## src/rtl/lock_supervisor.sv

```systemverilog
// Door-lock sequencer: keypad digit capture, code compare, unlock window, lockout and two-pass programming.
// Optional LOCK_ALARM_EN adds an alarm output (lockout-entry pulse plus pre-alarm one failure before lockout).
module lock_supervisor #(
    parameter int unsigned DIGITS         = 4,
    parameter int unsigned MAX_FAILS      = 3,
    parameter int unsigned LOCKOUT_CYCLES = 64,
    parameter int unsigned UNLOCK_CYCLES  = 10,
    parameter int unsigned CNT_W          = 8
) (
    input  logic       clk,
    input  logic       rst_n,
    input  logic [3:0] key,
    input  logic       pressed,
    input  logic       submit,
    input  logic       set_req,
    output logic       unlocked,
    output logic       locked_out,
    output logic       code_valid,
    output logic [1:0] fail_cnt,
`ifdef LOCK_ALARM_EN
    output logic       alarm,
`endif
    output logic [2:0] state_o
);

    localparam int unsigned BUF_W  = 4 * DIGITS;
    localparam int unsigned DCNT_W = $clog2(DIGITS + 1);
    localparam logic [DCNT_W-1:0] DCNT_FULL   = DCNT_W'(DIGITS);
    localparam logic [1:0]        MAX_F       = 2'(MAX_FAILS);
    localparam logic [CNT_W-1:0]  UNLOCK_LOAD = CNT_W'(UNLOCK_CYCLES - 1);
    localparam logic [CNT_W-1:0]  LOCK_LOAD   = CNT_W'(LOCKOUT_CYCLES - 1);

    typedef enum logic [2:0] {
        NOCODE   = 3'd0,
        ARMED    = 3'd1,
        OPEN     = 3'd2,
        LOCKOUT  = 3'd3,
        SET_NEW  = 3'd4,
        SET_CONF = 3'd5
    } state_t;

    // Timers must not wrap; out-of-range parameters are rejected at elaboration.
    if (((LOCKOUT_CYCLES >> CNT_W) != 0) || ((UNLOCK_CYCLES >> CNT_W) != 0) ||
        (LOCKOUT_CYCLES == 0) || (UNLOCK_CYCLES == 0) ||
        (MAX_FAILS == 0) || (MAX_FAILS > 3)) begin : g_cfg_error
        $error("lock_supervisor: parameter out of range for CNT_W / fail_cnt width");
    end

    state_t             state_q, state_nx;
    logic [BUF_W-1:0]   code_buf_q, code_buf_nx;
    logic [BUF_W-1:0]   code_q, code_nx;
    logic [BUF_W-1:0]   pending_q, pending_nx;
    logic [DCNT_W-1:0]  dcnt_q, dcnt_nx;
    logic [CNT_W-1:0]   timer_q, timer_nx;
    logic [1:0]         fail_q, fail_nx;
    logic               valid_q, valid_nx;
    logic               unlocked_nx, locked_out_nx;
    logic               capture, full;
    state_t             ret_state;

    always_ff @(posedge clk or negedge rst_n) begin
        if (!rst_n) begin
            state_q    <= NOCODE;
            code_buf_q <= '0;
            code_q     <= '0;
            pending_q  <= '0;
            dcnt_q     <= '0;
            timer_q    <= '0;
            fail_q     <= '0;
            valid_q    <= 1'b0;
            unlocked   <= 1'b0;
            locked_out <= 1'b0;
        end else begin
            state_q    <= state_nx;
            code_buf_q <= code_buf_nx;
            code_q     <= code_nx;
            pending_q  <= pending_nx;
            dcnt_q     <= dcnt_nx;
            timer_q    <= timer_nx;
            fail_q     <= fail_nx;
            valid_q    <= valid_nx;
            unlocked   <= unlocked_nx;
            locked_out <= locked_out_nx;
        end
    end

    always_comb begin
        state_nx    = state_q;
        code_buf_nx = code_buf_q;
        code_nx     = code_q;
        pending_nx  = pending_q;
        dcnt_nx     = dcnt_q;
        timer_nx    = timer_q;
        fail_nx     = fail_q;
        valid_nx    = valid_q;
        capture     = (state_q == NOCODE) || (state_q == ARMED) ||
                      (state_q == SET_NEW) || (state_q == SET_CONF);
        full        = (dcnt_q == DCNT_FULL);
        ret_state   = valid_q ? ARMED : NOCODE;

        // Submit always empties the attempt buffer and beats a same-cycle digit.
        if (submit) begin
            code_buf_nx = '0;
            dcnt_nx     = '0;
        end else if (capture && pressed && (key < 4'd10)) begin
            code_buf_nx = BUF_W'({code_buf_q, key});
            if (!full) dcnt_nx = dcnt_q + DCNT_W'(1);
        end

        case (state_q)
            NOCODE: begin
                if (set_req) state_nx = SET_NEW;
            end
            ARMED: begin
                if (submit) begin
                    if (full && (code_buf_q == code_q)) begin
                        state_nx = OPEN;
                        timer_nx = UNLOCK_LOAD;
                        fail_nx  = '0;
                    end else if (fail_q >= MAX_F - 2'd1) begin
                        state_nx = LOCKOUT;
                        timer_nx = LOCK_LOAD;
                        fail_nx  = MAX_F;
                    end else begin
                        fail_nx = fail_q + 2'd1;
                    end
                end
            end
            OPEN: begin
                if (set_req) begin
                    state_nx = SET_NEW;
                end else if (timer_q == '0) begin
                    state_nx = ARMED;
                end else begin
                    timer_nx = timer_q - CNT_W'(1);
                end
            end
            LOCKOUT: begin
                if (timer_q == '0) begin
                    state_nx = ARMED;
                    fail_nx  = '0;
                end else begin
                    timer_nx = timer_q - CNT_W'(1);
                end
            end
            SET_NEW: begin
                if (submit) begin
                    if (full) begin
                        pending_nx = code_buf_q;
                        state_nx   = SET_CONF;
                    end else begin
                        state_nx = ret_state;
                    end
                end
            end
            SET_CONF: begin
                if (submit) begin
                    if (full && (code_buf_q == pending_q)) begin
                        code_nx  = code_buf_q;
                        valid_nx = 1'b1;
                        state_nx = ARMED;
                    end else begin
                        state_nx = ret_state;
                    end
                end
            end
            default: state_nx = NOCODE;
        endcase

        unlocked_nx   = (state_nx == OPEN);
        locked_out_nx = (state_nx == LOCKOUT);
    end

`ifdef LOCK_ALARM_EN
    // Pulse on lockout entry; hold high while one failure short of lockout.
    always_ff @(posedge clk or negedge rst_n) begin
        if (!rst_n) begin
            alarm <= 1'b0;
        end else begin
            alarm <= ((state_nx == LOCKOUT) && (state_q != LOCKOUT)) ||
                     ((state_nx == ARMED) && (fail_nx == MAX_F - 2'd1));
        end
    end
`endif

    assign code_valid = valid_q;
    assign fail_cnt   = fail_q;
    assign state_o    = state_q;

endmodule

```

## config.mk

```make
export PLATFORM = sky130hd
export DESIGN_NAME = lock_supervisor
export DESIGN_NICKNAME = d
export VERILOG_FILES = /design/src/rtl/lock_supervisor.sv
export SDC_FILE = /design/constraint.sdc
export NUM_CORES = 1
export LEC_CHECK = 0
export BUFFER_PORTS_ARGS = -buffer_cell sky130_fd_sc_hd__buf_2
export CAP_MARGIN = 20
export CORE_MARGIN = 4
export CORE_UTILIZATION = 61
export CTS_CLUSTER_DIAMETER = 50
export DETAILED_ROUTE_END_ITERATION = 8
export PLACE_DENSITY = 0.77
export RECOVER_POWER = 100
export SETUP_SLACK_MARGIN = 0.4
export SYNTH_ARGS = -nofsm -noshare
export SYNTH_HDL_FRONTEND = slang
export SYNTH_SLANG_ARGS = --single-unit
```

## constraint.sdc

```tcl
create_clock -name clk -period 2.4 [get_ports clk]
set_clock_uncertainty 0.05 [all_clocks]
set_input_delay 0.24 -clock clk [delete_from_list [all_inputs] [get_ports clk]]
set_output_delay 0.24 -clock clk [all_outputs]
set_load 0.02 [all_outputs]
```

======== Word level (Yosys, flattened, before mapping) ========
Index checks and enable logic that the tools add are counted.
storage, ports and cells
  flip-flop bits (word level) ............. 67
  output and inout bits ................... 8
  word-level logic and storage cells ...... 75
cells by class
  add/sub/neg operators ................... 3
  order comparisons ....................... 2
  equality and inequality tests ........... 15
  multiplexer cells ....................... 28
  reduce and logical (&&, ||, !) cells .... 17
operators with widths
  kind                                                    number
  two-way mux 8 bit                                       5
  two-way mux 3 bit                                       12
  == test 16 bit                                          2
  two-way mux 16 bit                                      2
  one-hot mux 8 bit (3 select lines)                      1
  one-hot mux 3 bit (6 select lines)                      1
  == test 3 x 2 -> 1 bit (second input constant)          4
  == test 3 bit (second input constant)                   3
  AND reduction 3 bit                                     3
  logical NOT 8 bit                                       1
  two-way mux 2 bit                                       4
  inequality test 2 bit (second input constant)           4
  subtractor 8 x 1 -> 8 bit (second input constant)       1
  logical AND 1 bit                                       4
  < comparator 4 bit (second input constant)              1
  one-hot mux 2 bit (2 select lines)                      1
  AND reduction 4 bit                                     1
  nonzero test 2 bit                                      2
  adder 3 x 1 -> 3 bit (second input constant)            1
  == test 3 x 1 -> 1 bit (second input constant)          1
  logical NOT 3 bit                                       1
  logical OR 1 bit                                        3
  inequality test 3 x 1 -> 1 bit (second input constant)  1
  nonzero test 3 bit                                      1
  4 further kinds                                         5

======== Longest topological paths before layout ========
Gate-level depths: netlist of run 1.
  word-level depth ........................ 8
  depth in mapped cells ................... 8
  gate-level depth less buffers ........... 8

======== Least setup slack after synthesis of run 1 ========
Ideal clock, no wire load.
  kind .................................... register -> register
  from .................................... register dcnt_q[0]
  to ...................................... register timer_q[1]
  library setup time ...................... 0.127 ns
  arrival ................................. 1.816 ns
  path slack .............................. 0.407 ns
  stages on the path, launching flop included .. 9
  path buffers ............................ 0
  period minus slack after synthesis ...... 1.993 ns
  cell sequence ........................... dfrtp_1 inv_1 ha_1 nand2_1 nor4_1 nand2_1 nor2_1 a211oi_1 or2_2
between the ends
  cells in the longest elaborated chain, start to end .. 5
  elaborated cells between the ends (all ways) .. 7
  those cells by class .................... 2 x eq/ne; 3 x mux; 2 x reduce/logical
ends and longest elaborated chain
  what                                line  RTL
  from (decl)                         53    logic [DCNT_W-1:0] dcnt_q, dcnt_nx;
  from (signal assigned)              78    dcnt_q <= dcnt_nx;
  == test 3 bit (*)                   98    full = (dcnt_q == DCNT_FULL);
  logical AND 1 bit (*)               116   if (full && (code_buf_q == code_q)) begin
  two-way mux 8 bit                   116
  two-way mux 8 bit                   115   if (submit) begin
  one-hot mux 8 bit (3 select lines)  110   case (state_q)
  to (signal assigned)                79    timer_q <= timer_nx;
  to (decl)                           54    logic [CNT_W-1:0] timer_q, timer_nx;
Mark *: on every way between the ends. The rest lies on a longest branch, timed or not. The select of a mux whose other input is x is not followed.
A chain may end at the register's enable or synchronous reset.

======== Worst setup path in the final report of run 1 ========
  from .................................... register timer_q[3]
  to ...................................... register timer_q[7]
between the ends
  cells in the longest elaborated chain, start to end .. 4
  elaborated cells between the ends (all ways) .. 5
  those cells by class .................... 1 x add/sub; 3 x mux; 1 x reduce/logical
ends and longest elaborated chain
  what                                                                   line      RTL
  subtractor 8 x 1 -> 8 bit / logical NOT 8 bit (equally long branches)  -
  two-way mux 8 bit (*)                                                  132, 139
  two-way mux 8 bit                                                      130       if (set_req) begin
  one-hot mux 8 bit (3 select lines) (*)                                 110
Marks and branches as above.

==> summary.md, run 1 <==
| Metric | Value |
|---|---|
| Placeable Area | `5172 um2` |
| Leakage | `0.001928 uW` |
| Final Cycle Share | `0.8781` |
| Initial core utilization | `0.6345` |
| Worst EP required | `2590 ps` |
| Crit path launch type | `flop` |
| RSZ-0062 raised after global routing | `yes` |
| Endpoint of the worst register-to-register path | `timer_q[7]` |
| R2r setup slk | `290 ps` |
| Overall Global Routing Usage | `0.2324` |
| Via count | `2348` |
| Number of max-cap violations | `0` |
| CTS max path bufs | `2` |
| CTS H-tree depth | `3` |
| DPL Wire Length | `4.423 mm` |
| Post-synth cell types | `45` |
| Area delta synth->final | `16.24%` |
| Die Area | `between 6000 and 7000 um2` |
| RR Startpoint | `timer_q[3]` |
| Fmax | `approximately 470 MHz` |
| CP endpoint kind | `flop` |
| Final Hold Fails | `0` |
| Initial antenna violation count | `0` |
| Layout cells sized above 1 | `0.2703` |
| Worst-Margin Slew | `704.3 ps` |
| Post-synthesis adder-cell area fraction | `0.01144` |
| Power Dens Cells | `608.0 nW/um2` |
| Main synth FF type | `dfrtp_1` |
| Worst setup endpoint | `timer_q[7]` |
| Final Setup Violations | `0` |
| Critical path origin | `timer_q[3]` |
| Post-synth EDFFs | `0` |
| Crit path kind | `reg2reg` |
| Reg2Reg Depth | `6` |
| Synth warn | `0` |
| Mux contribution to synthesized area | `0.1178` |
| Chip height | `81.35 um` |
| Placer Congestion | `~0.84` |
| Via density | `5.671` |
| Total gr overflow | `0` |
| Xor and xnor area share after synthesis | `0.09607` |
| First-pass GRT wire length | `11.43 mm` |
| Nets | `352` |
| Detailed Route WL | `approximately 6.9 mm` |
| CP peak stage delay | `about 570 ps` |
| Simple-Gate Fraction of Synth Area | `0.1586` |
| Main combinational cell family by area after synthesis | `simple AND/OR/NAND/NOR gates` |
| # IOs | `17` |
| WHS | `81.94 ps` |
| Max transition margin | `0.5291` |
| Worst-path clk slew | `70 ps` |
| Mapped Area | `3282 um2` |
| Worst Hold Depth | `3` |
| IO buf count | `16` |
| Register area share after synthesis | `0.5109` |
| Worst Hold Class | `in2reg` |
| CTS root buf | `clkbuf_8` |
| Tmin final | `2107 ps` |
| Max-slew violations | `0` |
| Worst EP arrival | `2300 ps` |
| Syn_nets | `316` |
| Worst-path cell chain | `or3_4, or4_1, nand3_1, nor3_1, xor2_1, and2_1` |
| Average wire per standard cell | `between 15 and 20 um` |
| First-pass DRT Iterations | `4` |
| Vias in the first global route | `approximately 2300` |
| Syn_area_per_cell | `10.80 um2` |
| CTS tree | `built` |
| ANT nets after route | `0` |
| Ant diodes | `0` |
| Outcome | `finished, final reports clean` |
| Post-synth ARST share | `1.000` |
| Sink Count | `67` |
| DR DRC count | `0` |
| Synthesis-stage register bit count | `67` |
| Rows | `26` |
| Peak supply drop | `approximately 0.0004 V` |
| TritonCTS Buffers | `9` |
| Largest net degree at the start of global routing | `30` |
| Synth Instances | `304` |
| Insertion delay to the later sink of the worst-skew pair | `roughly 350 ps` |
| Crit-path slowest cell | `or4_1` |
| Iteration-0 DRC Markers | `161` |
| Die width | `about 80 um` |
| Critical path peak fanout | `5` |
| Compound-gate portion of the synthesized area | `0.08082` |
| Final setup TNS | `0 ps` |
[synth_stat cells (3+ instances only)]
library cell	instances	area (um2)
nor3_1	8	40.04
clkbuf_1	7	26.28
nor4_1	6	37.54
nor2_1	14	52.55
inv_1	9	33.78
nand3_1	4	20.02
mux2_4	7	105.1
o22ai_1	3	18.77
nand4_1	3	18.77
nand2_1	42	157.7
xor2_1	29	254.0
nand2b_1	5	31.28
o211ai_1	3	22.52
mux2_2	25	281.5
o21ai_0	12	60.06
and2_1	4	25.02
dfrtp_1	67	1677
ha_1	3	37.54
a21oi_1	21	105.1
xnor2_1	7	61.31
[cell families after synthesis]
kind of cell / Yosys count
compound gates: 46
xor+xnor: 36
fa+ha+maj: 3
buf+inv: 19
flops: 67
mux: 32
simple gates: 101
[sequential cells by signal, summed over array words and instances (netlist names)]
register and cells:
code_buf_q 16, unlocked 1, fail_cnt 2, timer_q 8
state_o 3, locked_out 1, pending_q 16, dcnt_q 3
code_q 16, code_valid 1
[metrics by stage]
step / power (uW) / area, um2 / std cells / setup WS [ps] / utilization
2_1_floorplan: 1358 / 3282 / 304 / 407.0 / -
3_3_place_gp: 1444 / 3486 / 391 / 284.1 / 0.6739
3_5_place_dp: 1449 / 3486 / 391 / 200.2 / 0.6739
4_1_cts: 2311 / 3739 / 410 / 404.5 / 0.7228
5_1_grt: 2427 / 3815 / 414 / 198.3 / 0.7375
6_report: 2319 / 3815 / 414 / 292.5 / 0.7375
[placed cells by master, fill, tap and decap left out, drive strengths merged, types with 8 or more instances in the layout]
master	count
inv	9
buf	26
clkbuf	21
a21oi	22
xor2	29
mux2	32
nor2	15
nand2	43
o21ai	12
dfrtp	67
nor3	8
[final cells by class]
class / instances / area (um2)
sequential: 67 / 1683
multi-input combinational: 218 / 1607
fill: 381 / 1358
timing repair buffer: 35 / 225.2
clock buffer: 13 / 168.9
tap: 70 / 87.58
inverter: 9 / 33.78
clock inverter: 2 / 10.01
[worst min-delay path by stage]
stage	slack, ps	from	endpoint
floorplan	-110	rst_n	code_buf_q[0]
finish	80	key[0]	code_buf_q[0]
detailed placement	240	rst_n	code_valid
CTS	80	key[0]	code_buf_q[0]
global placement	240	rst_n	code_valid
global route	100	key[2]	code_buf_q[2]
[power by group]
group	switching [uW]	internal (uW)	total, uW	leakage [uW]
combinational	151	87.7	239	0.000927
clock	416	451	867	0.0000953
sequential	45.9	1170	1210	0.000905
total	613	1710	2320	0.00193
[timing repair]
item                                    CTS  global route
hold buffers                              1             0
endpoints found under the setup margin   11            28
buffers inserted                          3             4
pin swaps                                 4             7
resized for setup                         8            28
hold endpoints to repair                 27             0
[worst max-delay path, delay by kind of cell, from the launching register on]
| family | cells | cell delay [ps] |
|---|---|---|
| AND/OR/NAND/NOR | 5 | 1430 |
| flip-flops | 1 | 380 |
| XOR/XNOR | 1 | 140 |
[per-layer routing]
layer,GRT usage,share of wire,up-vias
li1,-,-,1121
met4,0.1284,0.023,0
met3,0.04213,0.037,17
met2,0.3550,0.49,42
met1,0.3130,0.45,1168
met5,0,0,-
No activity file was read; power rests on OpenSTA's default activity.
==> inputs of run 2 (changes only) <==
- RECOVER_POWER: 100 -> default
==> summary.md, run 2 (synthesis gave the netlist of run 1 again) <==
| Metric | Value |
|---|---|
| CTS H-tree depth | `3 (unchanged)` |
| Endpoint of the worst register-to-register path | `timer_q[2]` |
| Met2 Track Usage GR | `0.3550 (unchanged)` |
| Number of max-cap violations | `0 (unchanged)` |
| Reg2Reg Depth | `6 (unchanged)` |
| DPL Wire Length | `4.423 mm (unchanged)` |
| R2r setup slk | `400 ps (+100 ps)` |
| Worst Hold Depth | `3 (unchanged)` |
| Vias in the first global route | `2301 (unchanged)` |
| Sink Count | `67 (unchanged)` |
| Area delta synth->final | `18.26%` |
| Overall Global Routing Usage | `0.2324 (unchanged)` |
| Max-slew violations | `0 (unchanged)` |
| Die Area | `6618 um2 (unchanged)` |
| Iteration-0 DRC Markers | `156 (-3.1%)` |
| Final Cycle Share | `0.8347 (-0.04341)` |
| DR DRC count | `0 (unchanged)` |
| Chip height | `81.35 um (unchanged)` |
| Ant diodes | `0 (unchanged)` |
| Worst EP arrival | `2170 ps (-130 ps)` |
| Initial core utilization | `0.6345 (unchanged)` |
| Crit path kind | `reg2reg` |
| CP peak stage delay | `450 ps (-120 ps)` |
| TritonCTS Buffers | `9 (unchanged)` |
| First-pass GRT wire length | `11.43 mm (unchanged)` |
| Fmax | `499.2 MHz (+5.2%)` |
| RSZ-0062 raised after global routing | `yes` |
| Placeable Area | `5172 um2 (unchanged)` |
| Crit-path slowest cell | `dfrtp_1` |
| Met1 Use GR | `0.3130 (unchanged)` |
| Worst path top cell family by delay | `simple AND/OR/NAND/NOR gates` |
| Placer Congestion | `0.8423 (unchanged)` |
| Place WS | `200.2 ps (unchanged)` |
| Rows | `26 (unchanged)` |
| Die width | `81.35 um (unchanged)` |
| # IOs | `17 (unchanged)` |
| Commonest non-fill, non-tap cell in the layout | `dfrtp_1` |
| Average wire per standard cell | `16.74 um (+0.27%)` |
| Insertion delay to the later sink of the worst-skew pair | `340 ps (about the same)` |
| Total gr overflow | `0 (unchanged)` |
| Outcome | `finished, final reports clean` |
| Via density | `5.783 (+2.0%)` |
| Largest net degree at the start of global routing | `30 (unchanged)` |
| Final core occ | `0.7504 (+0.01282)` |
| Worst-path clk slew | `70 ps (about the same)` |
| Peak supply drop | `0.0004012 V (about the same)` |
| Leakage | `0.001978 uW (+2.6%)` |
| CTS max path bufs | `2 (unchanged)` |
| First-pass DRT Iterations | `4 (unchanged)` |
| Final setup TNS | `0 ps (unchanged)` |
| Layer with the highest usage | `met2` |
| Largest registers | `code_buf_q x16, code_q x16, pending_q x16` |
| CP endpoint kind | `flop` |
| Initial antenna violation count | `0 (unchanged)` |
| Worst Hold Class | `in2reg` |
| Hold path endpoint | `code_buf_q[0]` |
| Layout cells sized above 1 | `0.3285 (+0.05814)` |
| CTS root buf | `clkbuf_8` |
| Tmin final | `2003 ps (-104.2 ps)` |
| Critical path peak fanout | `8 (+3)` |
| Most frequent cells in the layout | `dfrtp_1, nand2_1, xor2_1, mux2_2, a21oi_1` |
| Final WS setup | `396.7 ps (+104.2 ps)` |
| Crit path buf inv count | `0 (unchanged)` |
| Grt met3 use | `0.04213 (unchanged)` |
| Crit path launch type | `flop` |
| Worst-path cell chain | `nand2b_1, a21oi_4, o22ai_1, or3_4, o211ai_1, o21ai_1` |
| Via count | `2394 (+2.0%)` |
| Min-delay src | `key[0]` |
| Nets | `352 (unchanged)` |
| ANT nets after route | `0 (unchanged)` |
| IO buf count | `16 (unchanged)` |
| CTS tree | `built` |
| Power Dens Cells | `598.2 nW/um2 (-1.6%)` |
| Final Setup Violations | `0 (unchanged)` |
| Final Hold Fails | `0 (unchanged)` |
| Max transition margin | `0.5231 (-0.006005)` |
| RR Startpoint | `state_o[2]` |
| Worst-Margin Slew | `713.2 ps (+8.981 ps)` |
| Worst EP required | `2570 ps (-20 ps)` |
| Detailed Route WL | `6.931 mm (+0.27%)` |
## run 2: worst max-delay path by stage
stage / startpoint / to / slack [ps] / depth (start not counted)
2_1_floorplan: dcnt_q[0] / timer_q[1] / 410 / 8
3_3_place_gp: dcnt_q[0] / timer_q[1] / 280 / 8
3_5_place_dp: dcnt_q[0] / timer_q[1] / 200 / 8
4_1_cts: timer_q[5] / timer_q[4] / 400 / 5
5_1_grt: state_o[2] / timer_q[2] / 330 / 6
6_report: state_o[2] / timer_q[2] / 400 / 6
## run 2: area by class of cell
class / instances / area [um2]
Fill cell: 358 / 1291
Clock buffer: 13 / 168.9
Sequential cell: 67 / 1684
Tap cell: 70 / 87.58
Inverter: 9 / 33.78
Multi-Input combinational cell: 218 / 1660
Clock inverter: 2 / 10.01
Timing Repair Buffer: 35 / 236.5
## run 2: power breakdown
group / leakage [uW] / internal (uW) / total, uW / switching [uW]
logic: 0.000980 / 93.9 / 246 / 152
registers: 0.000903 / 1170 / 1210 / 45.0
clock network: 0.0000953 / 451 / 863 / 412
total: 0.00198 / 1710 / 2320 / 609
## run 2: worst register-to-register path, cell delays in order (launching register included)
cell and delay (ps):
dfrtp_1 450, nand2b_1 340, a21oi_4 310, o22ai_1 170
or3_4 350, o211ai_1 110, o21ai_1 100
## run 2: through the flow
| step | instances | area (um2) | total power [uW] | hold WS (ps) |
|---|---|---|---|---|
| 5_1_grt | 414 | 3881 | 2434 | 95.06 |
| 3_3_place_gp | 391 | 3486 | 1444 | 241.3 |
| 3_5_place_dp | 391 | 3486 | 1449 | 240.9 |
| 2_1_floorplan | 304 | 3282 | 1358 | -105.6 |
| 6_report | 414 | 3881 | 2322 | 87.23 |
| 4_1_cts | 410 | 3739 | 2311 | 78.85 |
## run 2: routing by layer
metal | wire, um | vias up
met1 | 3003 | 1178
met4 | 164 | 0
met2 | 3420 | 79
met3 | 342 | 16
li1 | - | 1121
met5 | 0 | -
## run 2: timing repair
item / in CTS / in global routing
hold buffers: 1 / 0
resized for setup: 8 / 28
gates cloned: 0 / 0
setup endpoints to repair: 11 / 28
pin swaps: 4 / 7
setup buffers: 3 / 4
hold endpoints to repair: 27 / 0
